$ cat config.mk
export PLATFORM = sky130hd
export DESIGN_NAME = fifo_skew_ctrl_flat
export DESIGN_NICKNAME = d
export VERILOG_FILES = /design/src/rtl/fifo_skew_ctrl_if.sv /design/src/rtl/fifo_skew_ctrl.sv /design/src/flat_wrapper.sv
export SDC_FILE = /design/constraint.sdc
export NUM_CORES = 1
export LEC_CHECK = 0
export ABC_AREA = 1
export CAP_MARGIN = 20
export CORE_ASPECT_RATIO = 0.7
export CORE_MARGIN = 1.5
export CORE_UTILIZATION = 47
export CTS_CLUSTER_SIZE = 28
export DETAILED_ROUTE_END_ITERATION = 7
export PLACE_DENSITY = 0.84
export SLEW_MARGIN = 20
export SYNTH_ARGS = -nofsm -noshare
export SYNTH_HDL_FRONTEND = slang
export SYNTH_SLANG_ARGS = --single-unit
$ cat constraint.sdc
create_clock -name clk -period 2.3 [get_ports clk]
set_input_delay 0.46 -clock clk [delete_from_list [all_inputs] [get_ports clk]]
set_output_delay 0.46 -clock clk [all_outputs]
set_load 0.01 [all_outputs]
$ cat src/rtl/fifo_skew_ctrl_if.sv
// fifo_skew_ctrl_if: control bundle between the skew controller, loader stream and row FIFO bank
interface fifo_skew_ctrl_if #(
  parameter int NUM_ROW = 4,
  parameter int LW = 4
);
  logic start;
  logic [LW-1:0] len;
  logic stall;
  logic in_valid;
  logic in_ready;
  logic [NUM_ROW-1:0] fifo_full;
  logic [NUM_ROW-1:0] fifo_empty;
  logic [NUM_ROW-1:0] fifo_wren;
  logic [NUM_ROW-1:0] fifo_rden;
  logic [NUM_ROW-1:0] out_valid;
  logic busy;
  logic done;
  logic err;
  modport master (
    output start, len, stall, in_valid, fifo_full, fifo_empty,
    input in_ready, fifo_wren, fifo_rden, out_valid, busy, done, err
  );
  modport slave (
    input start, len, stall, in_valid, fifo_full, fifo_empty,
    output in_ready, fifo_wren, fifo_rden, out_valid, busy, done, err
  );
endinterface

$ cat src/rtl/fifo_skew_ctrl.sv
// fifo_skew_ctrl: broadcast-fills a bank of row FIFOs, then drains them with a one-cycle-per-row diagonal skew
module fifo_skew_ctrl #(
  parameter int NUM_ROW = 4,
  parameter int FIFO_DEPTH = 8,
  parameter int LW = $clog2(FIFO_DEPTH) + 1
) (
  input logic clk,
  input logic rstn,
  fifo_skew_ctrl_if.slave io
);
  localparam int TW = $clog2(FIFO_DEPTH + NUM_ROW);
  typedef enum logic [1:0] {IDLE, FILL, DRAIN, DONE} state_t;
  state_t state;
  logic [LW-1:0] len_q, wr_cnt;
  logic [TW-1:0] t;
  logic [NUM_ROW-1:0] sched;
  logic room, hs, last;
  for (genvar i = 0; i < NUM_ROW; i++) begin : g
    assign sched[i] = (int'(t) >= i) && (int'(t) < i + int'(len_q));
  end
  assign room = wr_cnt < len_q;
  assign io.in_ready = (state == FILL) && room && !(|io.fifo_full) && !io.err;
  assign hs = io.in_valid && io.in_ready;
  assign io.fifo_wren = {NUM_ROW{hs}};
  assign io.fifo_rden = (state == DRAIN && !io.stall) ? sched & ~io.fifo_empty : '0;
  assign io.out_valid = io.fifo_rden;
  // t stops at the last slot instead of wrapping
  assign last = t == TW'(len_q) + TW'(NUM_ROW - 2);
  always_ff @(posedge clk or negedge rstn) begin
    if (!rstn) begin
      state <= IDLE;
      len_q <= '0;
      wr_cnt <= '0;
      t <= '0;
      io.busy <= 1'b0;
      io.done <= 1'b0;
      io.err <= 1'b0;
    end else begin
      case (state)
        IDLE: if (io.start) begin
          len_q <= io.len > LW'(FIFO_DEPTH) ? LW'(FIFO_DEPTH) : io.len;
          wr_cnt <= '0;
          t <= '0;
          io.err <= 1'b0;
          state <= io.len == '0 ? DONE : FILL;
          io.busy <= io.len != '0;
          io.done <= io.len == '0;
        end
        FILL: begin
          if (room && |io.fifo_full) io.err <= 1'b1;
          if (hs) wr_cnt <= wr_cnt + LW'(1);
          if (hs && wr_cnt + LW'(1) == len_q) state <= DRAIN;
        end
        DRAIN: if (!io.stall) begin
          if (|(sched & io.fifo_empty)) io.err <= 1'b1;
          t <= last ? '0 : t + TW'(1);
          if (last) begin
            state <= DONE;
            io.busy <= 1'b0;
            io.done <= 1'b1;
          end
        end
        DONE: begin
          io.done <= 1'b0;
          state <= IDLE;
        end
      endcase
    end
  end
endmodule

$ cat src/flat_wrapper.sv
// flat-port wrapper written by rule: the top's interface ports become plain ports
module fifo_skew_ctrl_flat 
#(
  parameter int NUM_ROW = 4,
  parameter int FIFO_DEPTH = 8,
  parameter int LW = $clog2(FIFO_DEPTH) + 1
)
  (clk, rstn, io_start, io_len, io_stall, io_in_valid, io_fifo_full, io_fifo_empty, io_in_ready, io_fifo_wren, io_fifo_rden, io_out_valid, io_busy, io_done, io_err);
  fifo_skew_ctrl_if #(.NUM_ROW(NUM_ROW), .LW(LW)) io_i ();
  input logic clk;
  input logic rstn;
  input wire logic [$bits(io_i.start)-1:0] io_start;
  input wire logic [$bits(io_i.len)-1:0] io_len;
  input wire logic [$bits(io_i.stall)-1:0] io_stall;
  input wire logic [$bits(io_i.in_valid)-1:0] io_in_valid;
  input wire logic [$bits(io_i.fifo_full)-1:0] io_fifo_full;
  input wire logic [$bits(io_i.fifo_empty)-1:0] io_fifo_empty;
  output wire logic [$bits(io_i.in_ready)-1:0] io_in_ready;
  output wire logic [$bits(io_i.fifo_wren)-1:0] io_fifo_wren;
  output wire logic [$bits(io_i.fifo_rden)-1:0] io_fifo_rden;
  output wire logic [$bits(io_i.out_valid)-1:0] io_out_valid;
  output wire logic [$bits(io_i.busy)-1:0] io_busy;
  output wire logic [$bits(io_i.done)-1:0] io_done;
  output wire logic [$bits(io_i.err)-1:0] io_err;
  assign io_i.start = io_start;
  assign io_i.len = io_len;
  assign io_i.stall = io_stall;
  assign io_i.in_valid = io_in_valid;
  assign io_i.fifo_full = io_fifo_full;
  assign io_i.fifo_empty = io_fifo_empty;
  assign io_in_ready = io_i.in_ready;
  assign io_fifo_wren = io_i.fifo_wren;
  assign io_fifo_rden = io_i.fifo_rden;
  assign io_out_valid = io_i.out_valid;
  assign io_busy = io_i.busy;
  assign io_done = io_i.done;
  assign io_err = io_i.err;
  fifo_skew_ctrl #(.NUM_ROW(NUM_ROW), .FIFO_DEPTH(FIFO_DEPTH), .LW(LW)) u_core (.clk(clk), .rstn(rstn), .io(io_i));
endmodule
## Word-level counts from Yosys, hierarchy flattened

Cells that the tools add are included.

| word-level totals | value |
|---|---|
| bits in registers | 17 |
| output and inout port bits | 16 |
| bits of input ports | 17 |
| word-level logic and storage cells | 93 |

| cells by class | value |
|---|---|
| $lt $le $gt $ge | 9 |
| equal/unequal tests | 12 |
| bitwise gates (word level) | 3 |
| add/sub/neg operators | 6 |
| multiplexer cells | 27 |
| reduce and logical (&&, ||, !) cells | 29 |

Operator list:

| operator | count |
|---|---|
| less-than comparator 5 x 32 -> 1 bit | 3 |
| 2-to-1 mux 4 bit | 6 |
| case mux 4 bit (2 select lines) | 2 |
| AND reduction 4 bit | 3 |
| adder 2 x 4 -> 5 bit, first input constant | 2 |
| logical AND 1 bit | 10 |
| 2-to-1 mux 1 bit | 10 |
| 2-to-1 mux 2 bit | 5 |
| != test 2 bit, second input constant | 5 |
| adder 4 x 1 -> 4 bit, second input constant | 2 |
| AND 4 bit | 2 |
| equality test 4 bit | 2 |
| greater-or-equal comparator 4 x 2 -> 1 bit, second input constant | 2 |
| less-than comparator 4 bit | 2 |
| case mux 2 bit (4 select lines) | 1 |
| OR reduction 4 bit | 2 |
| case mux 1 bit (3 select lines) | 2 |
| AND reduction 3 bit | 2 |
| nonzero test 3 bit | 2 |
| adder 1 x 4 -> 5 bit, first input constant | 1 |
| AND reduction 5 bit | 1 |
| adder 4 x 2 -> 4 bit, second input constant | 1 |
| equality test 2 bit, second input constant | 2 |
| greater-or-equal comparator 4 x 1 -> 1 bit, second input constant | 1 |
| other kinds (11) | 15 |

## Longest topological paths before layout

Gate-level depths: netlist of run 1.

| logic depth | value |
|---|---|
| word-level depth | 8 |
| mapped depth | 15 |
| mapped depth without buffers | 15 |

## Worst setup path after synthesis of run 1

No wires, ideal clock.

| timing path | value |
|---|---|
| path kind | register to output |
| start | register u_core.len_q[1] |
| end | output port io_out_valid[3] |
| path buffers | 1 |
| cell stages (with the launch flop) | 11 |
| data arrival time | 1996 ps |
| data required time | 1840 ps |
| path slack | -156 ps |
| cell sequence | dfrtp_1 > inv_1 > ha_1 > xor2_1 > ha_1 > a21oi_1 > nand2_1 > nand2_1 > nand3_1 > nor3_1 > buf_4 |

| on the way | value |
|---|---|
| longest elaborated chain between the ends | 5 |

RTL lines:

| what | RTL line | RTL |
|---|---|---|
| start: declaration | fifo_skew_ctrl.sv:14 | `logic [LW-1:0] len_q, wr_cnt;` |
| start signal: assignment | fifo_skew_ctrl.sv:41 | `len_q <= io.len > LW'(FIFO_DEPTH) ? LW'(FIFO_DEPTH) : io.len;` |
| adder 2 x 4 -> 5 bit | fifo_skew_ctrl.sv:19 | `assign sched[i] = (int'(t) >= i) && (int'(t) < i + int'(len_q));` |
| less-than comparator 5 x 32 -> 1 bit | fifo_skew_ctrl.sv:19 |  |
| logical AND 1 bit | fifo_skew_ctrl.sv:19 |  |
| AND 4 bit | fifo_skew_ctrl.sv:25 | `assign io.fifo_rden = (state == DRAIN && !io.stall) ? sched & ~io.fifo_empty : '0;` |
| 2-to-1 mux 4 bit | fifo_skew_ctrl.sv:25 |  |
| end: declaration | flat_wrapper.sv:21 | `output wire logic [$bits(io_i.out_valid)-1:0] io_out_valid;` |

No other way between the ends.

## Final worst setup path of run 1

| timing path | value |
|---|---|
| start | register u_core.len_q[1] |
| end | output port io_out_valid[1] |

| on the way | value |
|---|---|
| longest elaborated chain between the ends | 5 |

RTL lines:

| what | RTL line |
|---|---|
| adder 1 x 4 -> 5 bit | fifo_skew_ctrl.sv:19 |
| less-than comparator 5 x 32 -> 1 bit | fifo_skew_ctrl.sv:19 |
| logical AND 1 bit | fifo_skew_ctrl.sv:19 |
| AND 4 bit | fifo_skew_ctrl.sv:25 |
| 2-to-1 mux 4 bit | fifo_skew_ctrl.sv:25 |

No other way between the ends.

==> results of run 1 <==
-- state kept, by name, indices dropped and copies added (netlist names) --
| register | cells |
|---|---|
| u_core.io.busy | 1 |
| u_core.io.done | 1 |
| u_core.io.err | 1 |
| u_core.len_q | 4 |
| u_core.state | 2 |
| u_core.t | 4 |
| u_core.wr_cnt | 4 |
-- through the flow --
stage          instance area, sq um  power (mW)
6_report                       2490        2.94
5_1_grt                        2490        3.23
4_1_cts                        2390        2.71
3_5_place_dp                   2280        2.34
3_3_place_gp                   2280        2.28
2_1_floorplan                  1740        1.65
-- logic make-up (layout without fill, tap and decap cells) --
group / count (synthesis) / in the layout
buffers and inverters: 45 / 108
flip-flops: 17 / 17
multiplexers: 1 / 1
XOR/XNOR: 8 / 8
AND/OR/NAND/NOR: 94 / 94
AO/OA/AOI/OAI: 34 / 34
adder cells (fa/ha/maj): 31 / 31
-- worst min-delay path by stage --
stage | endpoint | cells after the start | slack [ps]
detailed placement | u_core.io.busy | 2 | 470
global placement | u_core.io.busy | 2 | 480
finish | u_core.io.busy | 2 | 490
global route | u_core.io.done | 1 | 540
floorplan | u_core.io.busy | 0 | 160
CTS | u_core.io.busy | 2 | 500
-- report_power, final --
part / total, mW / internal [mW] / switching [mW] / leakage (nW)
clock: 0.230 / 0.123 / 0.107 / 0.0228
combinational: 2.18 / 1.04 / 1.14 / 1.05
sequential: 0.533 / 0.408 / 0.125 / 0.218
total: 2.94 / 1.57 / 1.37 / 1.29
-- per-layer routing --
| metal | global-route usage, % | part of all wire (%) |
|---|---|---|
| met1 | 32.6 | 46 |
| met2 | 44.6 | 47 |
| met3 | 5.62 | 4.3 |
| met4 | 6.85 | 2.4 |
| met5 | 0 | 0 |
-- area by class of cell --
type	instances	area (sq um)	share of cell area, %
clock buffer	4	45.0	1.81
inverter	35	131	5.28
multi-input combinational	168	1230	49.5
sequential	17	428	17.2
tap	50	62.6	2.51
timing repair buffer	69	591	23.7
-- worst register-to-register path, delay by kind of cell, from the launching register on --
kind / cells / cell delay (ps)
buffers and inverters: 6 / 740
AOI/OAI and AO/OA: 3 / 270
DFF: 1 / 450
adders and majority gates: 1 / 220
and+or+nand+nor: 5 / 400
-- cells in the mapped netlist (2+ instances only) --
cell | count | area (sq um)
nor3_1 | 5 | 25.0
nor2_2 | 3 | 18.8
o22ai_1 | 4 | 25.0
inv_1 | 32 | 120
xor2_1 | 5 | 43.8
buf_4 | 8 | 60.1
inv_2 | 3 | 11.3
buf_2 | 2 | 10.0
o21ai_1 | 7 | 35.0
dfrtp_1 | 17 | 425
nor2_1 | 13 | 48.8
o21ai_0 | 6 | 30.0
ha_1 | 31 | 388
nand2_1 | 45 | 169
a21oi_1 | 11 | 55.1
xnor2_1 | 3 | 26.3
nand4_1 | 4 | 25.0
o21bai_1 | 2 | 15.0
nand3_1 | 17 | 85.1
nand3b_1 | 2 | 15.0
-- what timing repair did --
action | CTS | global route
gates resized for setup | 68 | 11
endpoints found under the setup margin | 13 | 18
pin swaps | 11 | 13
buffers inserted | 5 | 3
==> impl_metrics.py, run 1 <==
metrics = {
    "timing": {
        "fin_crit_sh_pct": 113,
        "fin_skew_ps": 1.67,
        "hold_viol": 0,
        "finalCriticalPeriod_ps": 2600,
        "rsz0062_at_grt": "true",
        "timing.fmax_mhz": 385,
        "worst_hold_slack_ps": 492,
        "final_max_slew_viol_count": 0,
        "worst_pin_slew_ps": 404,
        "maxSlewHeadroom_pct": 73.1,
        "layout_setup_ws_ps": -299,
        "tns_ps": -2130,
        "setup_viol": 12,
    },
    "logic_synthesis": {
        "synth_cell_types": 30,
        "synth_fp_nets": 278,
        "ys_warn_count": 0,
        "yosys.area_share.simple_pct": 24.7,
        "synth-main-ff-cell": "dfrtp_1",
        "synthMuxAreaShare_pct": 0.653,
        "synth_fa_ha_area_share_pct": 22.5,
        "netlist_area_sq_um": 1730,
        "async_reset_ff_share_pct": 100,
        "synth_seq_area_share_pct": 24.7,
        "synth_top_family_by_area": "simple AND/OR/NAND/NOR gates",
        "synth_compound_gate_area_share_pct": 11.7,
        "synth_edf_count": 0,
        "synth_xor_xnor_area_share_pct": 4.06,
        "ys_seq_elements": 17,
        "syn_inst": 230,
        "avgSynthCellArea_sq_um": 7.50,
    },
    "worst_setup_path": {
        "cp_data_required_time_ps": 1840,
        "critical_path_class": "reg2out",
        "cp.depth": 10,
        "path_cells": "buf_6 -> ha_4 -> xnor2_2 -> ha_1 -> a21oi_2 -> nand2_1 -> nand2_2 -> nand3_2 -> nor3_2 -> buf_2",
        "startpoint_type": "register",
        "crit_arrival_ps": 2140,
        "crit_slowest_cell": "dfrtp_2",
        "critPathCaptureType": "primary output",
        "rr_startpoint": "u_core.len_q[1]",
        "startpoint": "u_core.len_q[1]",
        "crit_end": "io_out_valid[1]",
        "critPathBufInv": 2,
        "rr_endpoint": "u_core.state[1]",
        "slowest_delay_ps": 450,
        "cp_max_fo": 4,
        "r2r_cells": 15,
        "cp_top_family": "adder cells",
        "r2r_slack_ps": 110,
    },
    "placement": {
        "gp_congestion": 0.863,
        "portBuffers": 32,
        "dp.cells": 332,
        "pre_cts_ws_ps": -441,
        "hpwlAfterDp_mm": 3.49,
    },
    "pwr": {
        "ir_worst_vdd_v": 0.000680,
        "leakage_nw": 1.29,
        "cellPowerDensity_nw_per_um2": 1180,
    },
    "grt": {
        "overflow": 0,
        "track_usage_pct": 25.7,
        "grt_pass1_vias": 1668,
        "grt_pass1_wl_mm": 7.55,
        "antenna_found_initial": 0,
        "grt_max_degree": 18,
    },
    "finish": {
        "fillers": 274,
        "areaGrowthSynthToFinish_pct": 44.3,
        "antenna_cells": 0,
        "final_common_cell": "nand2_1",
        "final_cell_mix": "nand2_1, buf_4, inv_1",
        "final_util_pct": 70.9,
        "final_nets": 342,
        "drive_gt1_share_pct": 29.0,
        "instances_no_fill": 343,
    },
    "floorplanning": {
        "die-area_sq_um": 4050,
        "io-pin-count": 33,
        "fp.dieW_microns": 75.4,
        "fp.coreArea_sq_um": 3510,
        "start_util_pct": 49.1,
        "rows": 18,
        "die_height_microns": 53.7,
    },
    "routing": {
        "vias_per_cell": 5.06,
        "remaining_drc_errors": 0,
        "dr_total_vias": 1734,
        "drtIter0Drc": 63,
        "drt-total-wl_mm": 4.81,
        "ant_nets": 0,
        "drtPass1Iterations": 4,
        "routedWlPerCell_microns": 14.0,
    },
    "worst_hold_path": {
        "holdCritStartpoint": "u_core.io.busy",
        "hp-class": "reg2reg",
    },
    "clock_network": {
        "cts_tree": "yes",
        "htree_levels": 1,
        "clock-sinks": 17,
        "clk_pin_slew_worst_paths_ps": 70,
        "ctsLongestPathBuffers": 2,
        "root_buffer": "clkbuf_8",
        "worst_skew_pair.late_latency_ps": 250,
        "cts_inserted_buffers": 3,
        "hold_buffers": 0,
    },
    "run_status": {
        "violations": "setup timing",
        "outcome": "finished, violations left",
    },
    "run": {
        "maxCapViolCount": 0,
    },
}
No activity file was read; power rests on OpenSTA's default activity.
==> run 2, diff against run 1 <==
--- a/config.mk
+++ b/config.mk
@@ -9,10 +9,10 @@
 export CAP_MARGIN = 20
 export CORE_ASPECT_RATIO = 0.7
 export CORE_MARGIN = 1.5
-export CORE_UTILIZATION = 47
+export CORE_UTILIZATION = 50
 export CTS_CLUSTER_SIZE = 28
 export DETAILED_ROUTE_END_ITERATION = 7
-export PLACE_DENSITY = 0.84
+export PLACE_DENSITY = 0.85
 export SLEW_MARGIN = 20
 export SYNTH_ARGS = -nofsm -noshare
 export SYNTH_HDL_FRONTEND = slang
==> constraint.sdc (replaced) <==
create_clock -name clk -period 3.1 [get_ports clk]
set_input_delay 0.62 -clock clk [delete_from_list [all_inputs] [get_ports clk]]
set_output_delay 0.62 -clock clk [all_outputs]
set_load 0.01 [all_outputs]
==> run 2 against run 1 <==
  * Final area fell by 16%
  * Largest power group unchanged
  * Utilization fell by 5.6 points
  * Global-route usage fell by 3.3 points
  * Setup slack better by 420 ps
  * Clock skew rose by 3.8 ps
  * Critical path depth decreased by 2
  * First-iteration DRC count grew 38%
  * The run now ends clean
  * Flip-flop and latch count stayed put
==> impl_metrics.py, run 2 (same netlist as run 1, synthesis figures left out) <==
metrics = {
    "run_status": {
        "outcome": "finished, final reports clean",
    },
    "clock_network": {
        "cts_inserted_buffers": 3,
        "htree_levels": 1,
        "worst_skew_pair.late_latency_ps": 250,
        "hold_buffers": 0,
        "clock-sinks": 17,
        "cts_tree": "yes",
        "ctsLongestPathBuffers": 2,
        "postCtsSetupBuffers": 0,
        "root_buffer": "clkbuf_8",
        "clk_pin_slew_worst_paths_ps": 70,
    },
    "floorplanning": {
        "fp.coreArea_sq_um": 3210,
        "fp.dieW_microns": 73.2,
        "rows": 17,
        "start_util_pct": 53.7,
        "io-pin-count": 33,
        "die-area_sq_um": 3820,
        "die_height_microns": 52.2,
    },
    "routing": {
        "dr_total_vias": 1510,
        "remaining_drc_errors": 0,
        "vias_per_cell": 4.97,
        "drt-total-wl_mm": 3.78,
        "drtPass1Iterations": 4,
        "routedWlPerCell_microns": 12.4,
        "ant_nets": 0,
        "drtIter0Drc": 87,
    },
    "finish": {
        "multi_input_area_sq_um": 1110,
        "reg_top3": "u_core.len_q x4, u_core.t x4, u_core.wr_cnt x4",
        "final_common_cell": "nand2_1",
        "fillers": 283,
        "areaGrowthSynthToFinish_pct": 21.5,
        "instances_no_fill": 304,
        "seq_area_sq_um": 429,
        "final_cell_mix": "nand2_1, inv_1, ha_1",
        "fin_area_sq_um": 2100,
        "final_nets": 306,
        "antenna_cells": 0,
        "drive_gt1_share_pct": 8.95,
    },
    "worst_setup_path": {
        "cp_data_required_time_ps": 2480,
        "critPathCaptureType": "primary output",
        "cp_max_fo": 8,
        "startpoint_type": "register",
        "critical_path_class": "reg2out",
        "crit_arrival_ps": 2360,
    },
    "timing": {
        "timing.fmax_mhz": 336,
        "hold_viol": 0,
        "tns_ps": 0,
        "final_max_slew_viol_count": 0,
        "rsz0062_at_grt": "false",
        "fin_crit_sh_pct": 96.1,
        "worst_pin_slew_ps": 761,
        "layout_setup_ws_ps": 122,
        "finalCriticalPeriod_ps": 2980,
        "maxSlewHeadroom_pct": 49.1,
        "fin_skew_ps": 5.50,
        "setup_viol": 0,
    },
    "placement": {
        "dp.cells": 300,
        "hpwlAfterDp_mm": 3.16,
        "pre_cts_ws_ps": 64.5,
        "portBuffers": 32,
        "gp_congestion": 0.856,
        "place_area_sq_um": 2040,
    },
    "worst_hold_path": {
        "hp-class": "reg2reg",
    },
    "pwr": {
        "leakage_nw": 1.09,
        "cellPowerDensity_nw_per_um2": 814,
        "ir_worst_vdd_v": 0.000541,
    },
    "grt": {
        "overflow": 0,
        "track_usage_pct": 22.4,
        "grt_max_degree": 18,
        "grt_pass1_wl_mm": 6.44,
        "antenna_found_initial": 0,
        "grt_pass1_vias": 1417,
    },
    "run": {
        "maxCapViolCount": 0,
    },
}
[run 2: final cells by class]
type | instances | area share, %
sequential | 17 | 20.5
clock buffer | 3 | 1.97
multi-input combinational | 168 | 53.0
inverter | 35 | 6.27
timing repair buffer | 33 | 15.3
clock inverter | 1 | 0.239
tap | 47 | 2.81
[run 2: what timing repair did]
item,in CTS,in global routing
endpoints found under the setup margin,10,6
endpoints found under the hold margin,0,0
cloned,0,0
resized for setup,10,2
[run 2: metrics by stage]
step | util [%] | total power, mW | hold slack [ps]
detailed placement | 63.6 | 1.52 | 472
global placement | 63.6 | 1.49 | 477
global route | 65.3 | 1.91 | 526
finish | 65.3 | 1.70 | 502
CTS | 64.9 | 1.69 | 501
floorplan | - | 1.22 | 324
[run 2: path summary, 6_finish.rpt]
path,startpoint,cells past startpoint,end,slack [ps]
hold reg to reg,u_core.io.busy,2,u_core.io.busy,500
min in group asynchronous,rstn,1,u_core.io.done,810
setup / recovery,u_core.len_q[3],8,io_fifo_wren[3],120
max in group asynchronous,rstn,1,u_core.len_q[3],1760
hold / removal,u_core.io.busy,2,u_core.io.busy,500
setup reg to reg,u_core.len_q[1],11,u_core.state[1],950
[run 2: power breakdown]
part	leakage, nW	switching, mW	internal [mW]
Combinational	0.848	0.651	0.469
Sequential	0.217	0.117	0.304
Clock	0.0255	0.0740	0.0891
[run 2: critical path, cell delays in order (launching register included)]
cell	delay, ps
dfrtp_2	470
inv_1	130
ha_1	310
nand2_1	70
inv_1	50
a21oi_2	220
nand2_2	110
nor2_4	170
clkdlybuf4s50_1	580
[run 2: layer usage]
| metal | vias to the layer above | GRT usage, % | routed length (microns) |
|---|---|---|---|
| met2 | 36 | 33.8 | 1640 |
| met1 | 671 | 33.1 | 1930 |
| met5 | - | 0 | 0 |
| met4 | 0 | 3.77 | 0 |
| li1 | 803 | - | - |
| met3 | 0 | 4.84 | 215 |
